`src/rtl/bavg_pkg.sv`:
```
// Shared types and defaults for the N-channel stochastic bitstream averager.
package bavg_pkg;

    typedef enum logic [1:0] {
        BAVG_RR    = 2'b00,
        BAVG_LFSR  = 2'b01,
        BAVG_EXACT = 2'b10,
        BAVG_RSVD  = 2'b11
    } mode_e;

    localparam logic [15:0] BAVG_LFSR_TAPS = 16'hB400;
    localparam logic [15:0] BAVG_LFSR_SEED = 16'hACE1;

    // Select-index width; a 2-channel averager still needs one index bit.
    function automatic int unsigned idx_width(int unsigned n);
        return (n > 2) ? $clog2(n) : 1;
    endfunction

endpackage

```
`src/rtl/lfsr_galois.sv`:
```
// Galois LFSR with synchronous clear and step enable; state is the register itself.
module lfsr_galois #(
    parameter int unsigned     W    = 16,
    parameter logic [W-1:0]    TAPS = 16'hB400,
    parameter logic [W-1:0]    SEED = 16'hACE1
) (
    input  logic         clk,
    input  logic         rst_n,
    input  logic         clr,
    input  logic         step,
    output logic [W-1:0] state
);

    logic [W-1:0] state_q;
    logic [W-1:0] state_d;

    always_comb begin
        state_d = state_q;
        if (clr) begin
            state_d = SEED;
        end else if (step) begin
            state_d = state_q[0] ? ((state_q >> 1) ^ TAPS) : (state_q >> 1);
        end
    end

    always_ff @(posedge clk or negedge rst_n) begin
        if (!rst_n) begin
            state_q <= SEED;
        end else begin
            state_q <= state_d;
        end
    end

    assign state = state_q;

endmodule

```
`src/rtl/bitstream_averager.sv`:
```
// N-channel stochastic scaled adder: one output bit per enabled cycle whose density is the
// mean of the input densities, by round-robin, LFSR-random or exact accumulate selection.
module bitstream_averager
    import bavg_pkg::*;
#(
    parameter int unsigned          N_CH      = 4,
    parameter int unsigned          LFSR_W    = 16,
    parameter logic [LFSR_W-1:0]    LFSR_TAPS = BAVG_LFSR_TAPS,
    parameter logic [LFSR_W-1:0]    LFSR_SEED = BAVG_LFSR_SEED,
    localparam int unsigned         IDXW      = idx_width(N_CH)
) (
    input  logic            clk,
    input  logic            rst_n,
    input  logic            clr,
    input  logic            en,
    input  logic [1:0]      mode,
    input  logic [N_CH-1:0] x,
    output logic            y,
    output logic            y_valid,
    output logic [IDXW-1:0] sel_dbg
);

    localparam logic [IDXW:0]   NCH_W   = (IDXW + 1)'(N_CH);
    localparam logic [IDXW-1:0] SEL_MAX = IDXW'(N_CH - 1);

    logic [IDXW-1:0]   sel_q, sel_d;
    logic [IDXW-1:0]   acc_q, acc_d;
    logic              y_q, y_d;
    logic              y_valid_q, y_valid_d;
    logic              lfsr_step;
    logic [LFSR_W-1:0] lfsr_state;

    logic [IDXW:0]     pop;
    logic [IDXW:0]     acc_sum;
    logic [IDXW:0]     lfsr_r;
    logic [IDXW-1:0]   lfsr_idx;
    logic              unused_lfsr_hi;

    lfsr_galois #(
        .W    (LFSR_W),
        .TAPS (LFSR_TAPS),
        .SEED (LFSR_SEED)
    ) u_lfsr (
        .clk   (clk),
        .rst_n (rst_n),
        .clr   (clr),
        .step  (lfsr_step),
        .state (lfsr_state)
    );

    // Only the low index bits choose a channel; the rest just feed the sequence.
    assign unused_lfsr_hi = ^lfsr_state[LFSR_W-1:IDXW];

    always_comb begin
        pop = '0;
        for (int i = 0; i < N_CH; i++) begin
            pop = pop + (IDXW + 1)'(x[i]);
        end
    end

    assign acc_sum = {1'b0, acc_q} + pop;

    // r < 2^IDXW <= 2*N_CH, so a single conditional subtract folds r into range.
    assign lfsr_r   = {1'b0, lfsr_state[IDXW-1:0]};
    assign lfsr_idx = (lfsr_r >= NCH_W) ? IDXW'(lfsr_r - NCH_W) : lfsr_state[IDXW-1:0];

    always_comb begin
        sel_d     = sel_q;
        acc_d     = acc_q;
        y_d       = y_q;
        y_valid_d = 1'b0;
        lfsr_step = 1'b0;
        if (clr) begin
            sel_d = '0;
            acc_d = '0;
            y_d   = 1'b0;
        end else if (en) begin
            y_valid_d = 1'b1;
            unique case (mode_e'(mode))
                BAVG_RR: begin
                    y_d   = x[sel_q];
                    sel_d = (sel_q == SEL_MAX) ? '0 : sel_q + IDXW'(1);
                end
                BAVG_LFSR: begin
                    y_d       = x[lfsr_idx];
                    lfsr_step = 1'b1;
                end
                BAVG_EXACT: begin
                    if (acc_sum >= NCH_W) begin
                        y_d   = 1'b1;
                        acc_d = IDXW'(acc_sum - NCH_W);
                    end else begin
                        y_d   = 1'b0;
                        acc_d = acc_sum[IDXW-1:0];
                    end
                end
                BAVG_RSVD: begin
                    y_d = 1'b0;
                end
            endcase
        end
    end

    always_ff @(posedge clk or negedge rst_n) begin
        if (!rst_n) begin
            sel_q     <= '0;
            acc_q     <= '0;
            y_q       <= 1'b0;
            y_valid_q <= 1'b0;
        end else begin
            sel_q     <= sel_d;
            acc_q     <= acc_d;
            y_q       <= y_d;
            y_valid_q <= y_valid_d;
        end
    end

    assign y       = y_q;
    assign y_valid = y_valid_q;
    assign sel_dbg = sel_q;

endmodule
```
`config.mk`:
```
export PLATFORM = sky130hd
export DESIGN_NAME = bitstream_averager
export DESIGN_NICKNAME = d
export VERILOG_FILES = /design/src/rtl/bavg_pkg.sv /design/src/rtl/lfsr_galois.sv /design/src/rtl/bitstream_averager.sv
export SDC_FILE = /design/constraint.sdc
export NUM_CORES = 1
export LEC_CHECK = 0
export BUFFER_PORTS_ARGS = -buffer_cell sky130_fd_sc_hd__buf_2
export CORE_MARGIN = 8
export CORE_UTILIZATION = 58
export CTS_BUF_LIST = sky130_fd_sc_hd__clkbuf_4
export DETAILED_ROUTE_END_ITERATION = 6
export GPL_ROUTABILITY_DRIVEN = 0
export PLACE_DENSITY = 0.8
export REMOVE_ABC_BUFFERS = 1
export SYNTH_ARGS = -nofsm -noshare
export SYNTH_HDL_FRONTEND = slang
export SYNTH_SLANG_ARGS = --single-unit
```
`constraint.sdc`:
```
create_clock -name clk -period 2.3 [get_ports clk]
set_clock_uncertainty 0.05 [all_clocks]
set_input_delay 0.115 -clock clk [delete_from_list [all_inputs] [get_ports clk]]
set_output_delay 0.115 -clock clk [all_outputs]
set_load 0.05 [all_outputs]
```
==> summary.md, run 1 <==
| Metric | Value |
|---|---|
| Status | complete, no violations |
| WL/cell | 15.8 um |
| CP Cell Sequence | buf_2 > fa_1 > inv_1 > fa_1 > fa_1 > nor3b_1 > mux2i_1 > o21ai_0 |
| Initial antenna violation count | 0 |
| Design area | 1190 um2 |
| Actual slew at the worst max-slew pin | 472 ps |
| CTS Sinks | 22 |
| DP HPWL | 1.50 mm |
| Post-Syn Area | 1080 um2 |
| EDFF count, synth | 0 |
| Fillers | 142 |
| Synth top area share | 32.4% |
| Max-slew violations | 0 |
| Placed insts | 124 |
| Req. time, crit path | 2480 ps |
| Rows | 15 |
| Nets | 119 |
| Core ar. | 1750 um2 |
| DRC viols | 0 |
| Largest net degree at the start of global routing | 23 |
| Slew HR | 68.5% |
| Cell taking the most area after synthesis | dfrtp_1 |
| Resize count post-CTS | 0 |
| I/O pin cnt | 14 |
| CTS root buf | clkbuf_4 |
| Final hold violations | 0 |
| # hold bufs at CTS | 1 |
| CTS Buffer Depth | 2 |
| Area Overhead vs Synth | 9.72% |
| Synth Instances | 90 |
| Via/cell ratio | 5.71 |
| Seq/Total Area, Yosys | 51.9% |
| Reg2Reg Setup Slack | 440 ps |
| Most common cell in the netlist | dfrtp_1 |
| Clock Pin Slew Worst Setup and Hold Paths | 110 ps |
| Top_reg_cell synth | dfrtp_1 |
| CP Max Fanout | 3 |
| TritonRoute pass-1 iters | 4 |
| Clock Latency Late Sink | 310 ps |
| Post-route minimum period | 1900 ps |
| Asr flop ratio synth | 100% |
| Worst vdd ir | 494 uV |
| Pre-CTS WS | 53.1 ps |
| Fin crit share | 82.6% |
| Total number of vias | 737 |
| Sequential cell area | 561 um2 |
| Cell Count, Final, Fillers Out | 129 |
| Final Worst Setup Slack | 401 ps |
| Post-CTS Setup Bufs | 0 |
| Final hold slack | 42.8 ps |
| Placed Area | 1150 um2 |
| Share of layout cells above drive strength 1 | 26.9% |
| Die area | 3500 um2 |
| TritonCTS clock tree | built |
| CP peak stage delay | 530 ps |
| Distinct cells, synth | 28 |
| Worst EP arrival | 2080 ps |
| Tot GR Track Use | 13.7% |
| Final Setup Violations | 0 |
| Worst reg2reg path depth | 6 |
| H-tree Lvls | 1 |
| Commonest cells post-synth | dfrtp_1 (14), nor2_1 (10), dfstp_2 (8) |
| Antenna cell count | 0 |
| CTS Buf Count | 3 |
| Die Width | 59.2 um |
| CP Capture Type | register |
| Power density over the cells | 589 nW/um2 |
| Synth Area per Inst | 12.0 um2 |
| Largest cells by area after synthesis | dfrtp_1 (32%), dfstp_2 (19%), mux2i_1 (6.5%), a22o_1 (5.7%), fa_1 (5.6%) |
| Crit-path most repeated cell | fa_1 |
| Max-cap violation count | 0 |
| Initial Util | 61.9% |
| Leak | 0.523 nW |
| Fin util | 68.0% |
| Post-route ant nets | 0 |
| Total chip power | 0.698 mW |
| Routed wire length | 2.04 mm |
| Synth Warn # | 0 |
| Critical Path Source | x[0] |
| Critical Path Sink | y |
| CP startpoint kind | input pin |
| Buffers on Ports | 13 |
| Fmax | 527 MHz |
| Worst R2R End | y |
| First-iteration detailed-routing DRC count | 23 |
| Remaining global-route overflow | 0 |
| Hold WC Path Type | in2reg |
| Number of global-route vias before repair | 759 |
| Area of the multi-input gates | 474 um2 |
| Setup TNS | 0 ps |
| First-pass GRT wire length | 3.60 mm |
| Synthesis-stage register bit count | 22 |
| RSZ-0062 raised after global routing | no |
| Slowest CP cell | fa_1 |
| Crit Reg-Reg Startpoint | acc_q[0] |
| Chip height | 59.2 um |
| Setup Crit Path Kind | in2reg |
==> sequential cells by signal, summed over array words and instances (netlist names) <==
register / flops
y_valid: 1
y: 1
acc_q: 2
u_lfsr.state: 16
sel_dbg: 2
==> power by group <==
group / internal (mW) / switching, mW
clock: 0.0634 / 0.117
sequential: 0.404 / 0.0105
combinational: 0.0404 / 0.0628
total: 0.508 / 0.190
==> worst max-delay path: cells and delay by family <==
family                     cells  cell delay (ps)
adders and majority gates      3             1300
and+or+nand+nor                1              240
buffers and inverters          2              170
AOI/OAI and AO/OA              1              150
muxes                          1              100
==> cell type report <==
type | instances | area share, %
clock buffers | 3 | 1.90
clock inverters | 1 | 0.316
inverters | 5 | 1.58
multi-input cells | 59 | 40.0
flip-flops and latches | 22 | 47.3
well taps | 25 | 2.64
repair buffers | 14 | 6.33
==> routing by layer <==
layer	track usage [%]	vias up	part of all wire (%)
met2	21.8	20	49
li1	-	340	-
met3	3.47	8	2.6
met1	16.4	369	45
met5	0	-	0
met4	7.85	0	3.0
==> kinds of logic (layout without fill, tap and decap cells) <==
family	after synthesis	in the layout	synth area share, %
mux	7	7	6.48
compound gates	22	22	15.9
flops	22	22	51.9
simple gates	23	23	12.4
fa+ha+maj	4	4	6.71
buf+inv	9	23	4.28
xor+xnor	3	3	2.43
==> cells in the final DEF, fill, tap and decap left out, drive strengths merged <==
| cell type | count |
|---|---|
| buf | 13 |
| o22a | 6 |
| fa | 3 |
| dfrtp | 14 |
| nor3 | 1 |
| nor2 | 10 |
| nand2 | 3 |
| dfstp | 8 |
| o41ai | 1 |
| inv | 5 |
| o31ai | 1 |
| and2 | 1 |
| nor3b | 3 |
| clkbuf | 3 |
| nor2b | 3 |
| a21oi | 5 |
| ha | 1 |
| nand3b | 1 |
| clkinv | 1 |
| a22o | 7 |
| xnor2 | 3 |
| mux2i | 7 |
| a21o | 1 |
| and2b | 1 |
| dlygate4sd3 | 1 |
| o21ai | 1 |
==> how the worst min path moves through the flow <==
stage,startpoint,endpoint,cells after the start
2_1_floorplan,rst_n,acc_q[0],0
3_3_place_gp,rst_n,sel_dbg[1],1
3_5_place_dp,rst_n,sel_dbg[1],1
4_1_cts,en,y_valid,2
5_1_grt,en,y_valid,2
6_report,en,y_valid,2
(Power assumes the default switching activity.)
==> run 2: changes to the inputs <==
clock period = 1.8 ns   (was 2.3 ns; I/O delays follow)
==> run 2 against run 1 <==
  * Power up 49%
  * Sequential share of layout area down 2.1 points
  * Die area unchanged
  * Worst hold slack worse by 26 ps
  * Utilization up 3.1 points
  * Critical path type unchanged
  * Largest cell class unchanged
  * Highest routed layer unchanged
==> summary.md, run 2 (same netlist as run 1, synthesis figures left out) <==
| Metric | Value |
|---|---|
| Max-cap violation count | 0 |
| Slowest CP cell | fa_1 |
| CTS Buf Count | 3 |
| CTS Sinks | 22 |
| CP Max Fanout | 2 |
| TritonCTS clock tree | built |
| TritonRoute pass-1 iters | 4 |
| Power density over the cells | 839 nW/um2 |
| CP Capture Type | register |
| Share of layout cells above drive strength 1 | 30.8% |
| Area Overhead vs Synth | 14.7% |
| Antenna cell count | 0 |
| Req. time, crit path | 1990 ps |
| Initial Util | 61.9% |
| CP peak stage delay | 530 ps |
| Clock Latency Late Sink | 310 ps |
| Chip height | 59.2 um |
| Leading cell types in the layout, fill and taps excluded | dfrtp_1 (14), buf_2 (13), nor2_1 (10) |
| Hold WC Path Type | in2reg |
| Post-route minimum period | 1720 ps |
| Buffers on Ports | 13 |
| DRC viols | 0 |
| WL/cell | 14.7 um |
| Worst vdd ir | 786 uV |
| Final hold violations | 0 |
| Slew HR | 69.6% |
| Setup Crit Path Kind | in2reg |
| Number of global-route vias before repair | 704 |
| I/O pin cnt | 14 |
| Pre-CTS WS | -305 ps |
| Die area | 3500 um2 |
| Max-slew violations | 0 |
| Remaining global-route overflow | 0 |
| Final Worst Setup Slack | 75.2 ps |
| H-tree Lvls | 1 |
| DP HPWL | 1.43 mm |
| CP Cell Sequence | buf_2 > fa_1 > inv_1 > fa_1 > fa_1 > nor3b_2 > mux2i_1 > o21ai_1 |
| Die Width | 59.2 um |
| Rows | 15 |
| First-iteration detailed-routing DRC count | 7 |
| Worst EP arrival | 1910 ps |
| CTS root buf | clkbuf_4 |
| Fin util | 71.0% |
| Initial antenna violation count | 0 |
| Via/cell ratio | 5.36 |
| Most common cell after layout, fill and taps aside | dfrtp_1 |
| Final Setup Violations | 0 |
| Actual slew at the worst max-slew pin | 456 ps |
| Total number of vias | 707 |
| CTS Buffer Depth | 2 |
| Clock Pin Slew Worst Setup and Hold Paths | 120 ps |
| Crit-path most repeated cell | fa_1 |
| Largest net degree at the start of global routing | 23 |
| First-pass GRT wire length | 3.33 mm |
| Leak | 0.551 nW |
| Fmax | 580 MHz |
| Tot GR Track Use | 12.6% |
| Post-route ant nets | 0 |
| Core ar. | 1750 um2 |
| Status | complete, no violations |
| Routed wire length | 1.94 mm |
| Nets | 122 |
| Number of flip-flops under the largest register name | 16 |
| CP startpoint kind | input pin |
| Fin crit share | 95.8% |
run 2: what timing repair did:
item,CTS,global route
endpoints found under the setup margin,0,1
endpoints found under the hold margin,22,0
buffers inserted,0,0
gates resized for setup,0,2
hold buffers,1,0
run 2: critical path: cells and delay by family:
family	cells	cell delay, ps
and+or+nand+nor	1	160
adders and majority gates	3	1280
buffers and inverters	2	170
muxes	1	90
AOI/OAI and AO/OA	1	130
run 2: worst paths after layout:
kind / cells after the start / to / startpoint / slack, ps
max: 8 / y / x[0] / 80
min: 2 / y_valid / en / 20
max reg2reg: 6 / y / acc_q[0] / 100
min reg2reg: 2 / u_lfsr.state[12] / u_lfsr.state[12] / 460
max in group asynchronous: 2 / u_lfsr.state[13] / rst_n / 1160
min in group asynchronous: 2 / sel_dbg[0] / rst_n / 200
run 2: layout make-up:
type	count	area, um2
Clock buffer	3	22.5
Clock inverter	1	30.0
Fill cell	124	505
Inverter	5	18.8
Multi-Input combinational cell	59	479
Sequential cell	22	561
Tap cell	25	31.3
Timing Repair Buffer	17	97.6
run 2: routing by layer:
metal	GRT usage [%]	wire, um
met2	19.0	938
met4	5.12	20
met1	16.3	917
met3	3.90	66
met5	0	0
run 2: stage by stage:
step / area (um2) / total power, mW / instances / setup TNS (ps) / hold slack, ps
6_report: 1240 / 1.04 / 132 / 0 / 16.8
2_1_floorplan: 1050 / 0.615 / 86 / -139 / -256
3_3_place_gp: 1170 / 0.666 / 127 / -467 / 19.0
3_5_place_dp: 1170 / 0.670 / 127 / -549 / 17.5
5_1_grt: 1240 / 1.09 / 132 / -5.40 / 4.20
4_1_cts: 1230 / 1.05 / 132 / 0 / 7.47
run 2: where the power goes:
group	internal (mW)	switching [mW]
sequential	0.517	0.0134
combinational	0.0546	0.0787
clock	0.225	0.152
total	0.796	0.244
==> run 3: changes to the inputs <==
GPL_TIMING_DRIVEN = 0   (was default)
==> run 3 against run 2 <==
  * Worst hold slack gained 21 ps
  * Cell count down 1.5%
  * Largest cell class unchanged
  * Global-route usage is 0.45 points lower
  * Clock power shrank 43%
  * Count of clock-buffer cells in the layout stayed put
  * Worst setup slack worse by 13 ps
  * Largest power group unchanged
  * Power shrank 16%
  * Via count up 1.1%
  * Utilization is 2.2 points lower
  * Design area is 3.1% lower
  * Combinational power is essentially flat
  * Non-clock buffer count decreased by 2
  * Critical endpoint is now acc_q[1]
==> summary.md, run 3 (same netlist as run 1, synthesis figures left out) <==
| Metric | Value |
|---|---|
| Clk pwr share | 24.7% |
| Flop pwr share | 60.5% |
| Worst EP arrival | 1880 ps |
| Core ar. | 1750 um2 |
| WL/cell | 14.3 um |
| I/O pin cnt | 14 |
| Actual slew at the worst max-slew pin | 458 ps |
| Worst reg2reg path depth | 6 |
| Number of global-route vias before repair | 726 |
| H-tree Lvls | 1 |
| Fin crit share | 96.5% |
| TritonCTS clock tree | built |
| Share of layout cells above drive strength 1 | 27.6% |
| CP startpoint kind | input pin |
| Req. time, crit path | 1940 ps |
| Slowest CP cell | fa_1 |
| P_int | 0.649 mW |
| Cell Count, Final, Fillers Out | 130 |
| Total number of vias | 715 |
| Post-CTS Setup Bufs | 0 |
| Tot GR Track Use | 12.2% |
| Power share of the combinational group | 14.9% |
| Remaining global-route overflow | 0 |
| Hold depth | 2 |
| TritonRoute pass-1 iters | 4 |
| CTS Buf Count | 3 |
| Slew HR | 69.5% |
| RSZ-0062 raised after global routing | no |
| Buffers on Ports | 13 |
| Hold WC Path Type | in2reg |
| First-iteration detailed-routing DRC count | 12 |
| Placed insts | 124 |
| Antenna cell count | 0 |
| Final hold violations | 0 |
| Post-route ant nets | 0 |
| Psw | 0.227 mW |
| Reg2Reg Setup Slack | 120 ps |
| Worst vdd ir | 563 uV |
| CTS Buffer Depth | 2 |
| Crit-path most repeated cell | fa_1 |
| CP Capture Type | register |
| First-pass GRT wire length | 3.30 mm |
| DP HPWL | 1.36 mm |
| Leading cell types in the layout, fill and taps excluded | dfrtp_1 (14), buf_2 (13), nor2_1 (10) |
| CP Cell Sequence | buf_2 > fa_1 > inv_1 > fa_1 > fa_1 > nor2_1 > a21oi_1 > nor2_1 |
| Via/cell ratio | 5.50 |
| Fmax | 576 MHz |
| Most common cell after layout, fill and taps aside | dfrtp_1 |
| Post-route minimum period | 1740 ps |
| Placed Area | 1150 um2 |
| Routed wire length | 1.86 mm |
| Area Overhead vs Synth | 11.1% |
| Die Width | 59.2 um |
| CTS Sinks | 22 |
| Max-slew violations | 0 |
| CP peak stage delay | 530 ps |
| CTS root buf | clkbuf_4 |
| Leak | 0.528 nW |
| Largest net degree at the start of global routing | 23 |
| Chip height | 59.2 um |
| Design area | 1200 um2 |
| Rows | 15 |
| Die area | 3500 um2 |
| DRC viols | 0 |
| Initial Util | 61.9% |
| Status | complete, no violations |
| Number of flip-flops under the largest register name | 16 |
| Crit Reg-Reg Startpoint | acc_q[0] |
| HP Start | clr |
| Clock Latency Late Sink | 290 ps |
| Sw Ratio | 25.9% |
| Max-cap violation count | 0 |
| Nets | 120 |
| Final hold slack | 37.9 ps |
| Clock Pin Slew Worst Setup and Hold Paths | 110 ps |
| Worst R2R End | acc_q[1] |
| CP Max Fanout | 3 |
| Setup TNS | 0 ps |
| Power density over the cells | 729 nW/um2 |
| Setup Crit Path Kind | in2reg |
| Hold Path End | y_valid |
| Initial antenna violation count | 0 |
| Final Setup Violations | 0 |
-- run 3: worst max-delay path, delay by kind of cell --
kind / cells / cell delay, ps
adders and majority gates: 3 / 1390
buffers and inverters: 2 / 170
AOI/OAI and AO/OA: 1 / 120
and+or+nand+nor: 2 / 100
-- run 3: cell type report --
type | count | area, um2
Clock inverter | 1 | 3.75
Fill cell | 147 | 544
Timing Repair Buffer | 15 | 85.1
Multi-Input combinational cell | 59 | 479
Tap cell | 25 | 31.3
Inverter | 5 | 18.8
Sequential cell | 22 | 561
Clock buffer | 3 | 22.5
-- run 3: repair_timing --
action,CTS,global route
endpoints found under the hold margin,14,1
hold buffers,1,1
gates resized for setup,0,2
endpoints found under the setup margin,0,1
-- run 3: power groups by stage --
stage | clock network [mW] | registers [mW] | logic (mW)
after CTS | 0.229 | 0.530 | 0.129
after global placement | 0 | 0.538 | 0.123
final | 0.216 | 0.530 | 0.130
after detailed placement | 0 | 0.539 | 0.126
after global routing | 0.257 | 0.532 | 0.144
after floorplan | 0 | 0.550 | 0.0648
-- run 3: how the worst max path moves through the flow --
stage	to	start	cells past startpoint
global route	y	x[0]	8
finish	acc_q[1]	x[0]	8
floorplan	y	x[0]	7
detailed placement	y	x[0]	8
CTS	y	x[0]	8
global placement	y	x[0]	8
-- run 3: metal layers --
| metal | global-route usage (%) | vias to the layer above | wire, um | part of all wire, % |
|---|---|---|---|---|
| met4 | 4.10 | 0 | 10 | 0.54 |
| met5 | 0 | - | 0 | 0 |
| met2 | 20.2 | 6 | 932 | 50 |
| li1 | - | 344 | - | - |
| met3 | 2.60 | 2 | 34 | 1.8 |
| met1 | 15.1 | 363 | 879 | 47 |
-- run 3: stage by stage --
| step | util, % | total power [mW] | setup WS [ps] |
|---|---|---|---|
| 2_1_floorplan | - | 0.615 | -92.1 |
| 3_3_place_gp | 65.9 | 0.661 | -291 |
| 3_5_place_dp | 65.9 | 0.665 | -318 |
| 4_1_cts | 68.0 | 0.888 | 3.61 |
| 5_1_grt | 68.8 | 0.933 | 18.7 |
| 6_report | 68.8 | 0.876 | 62.6 |
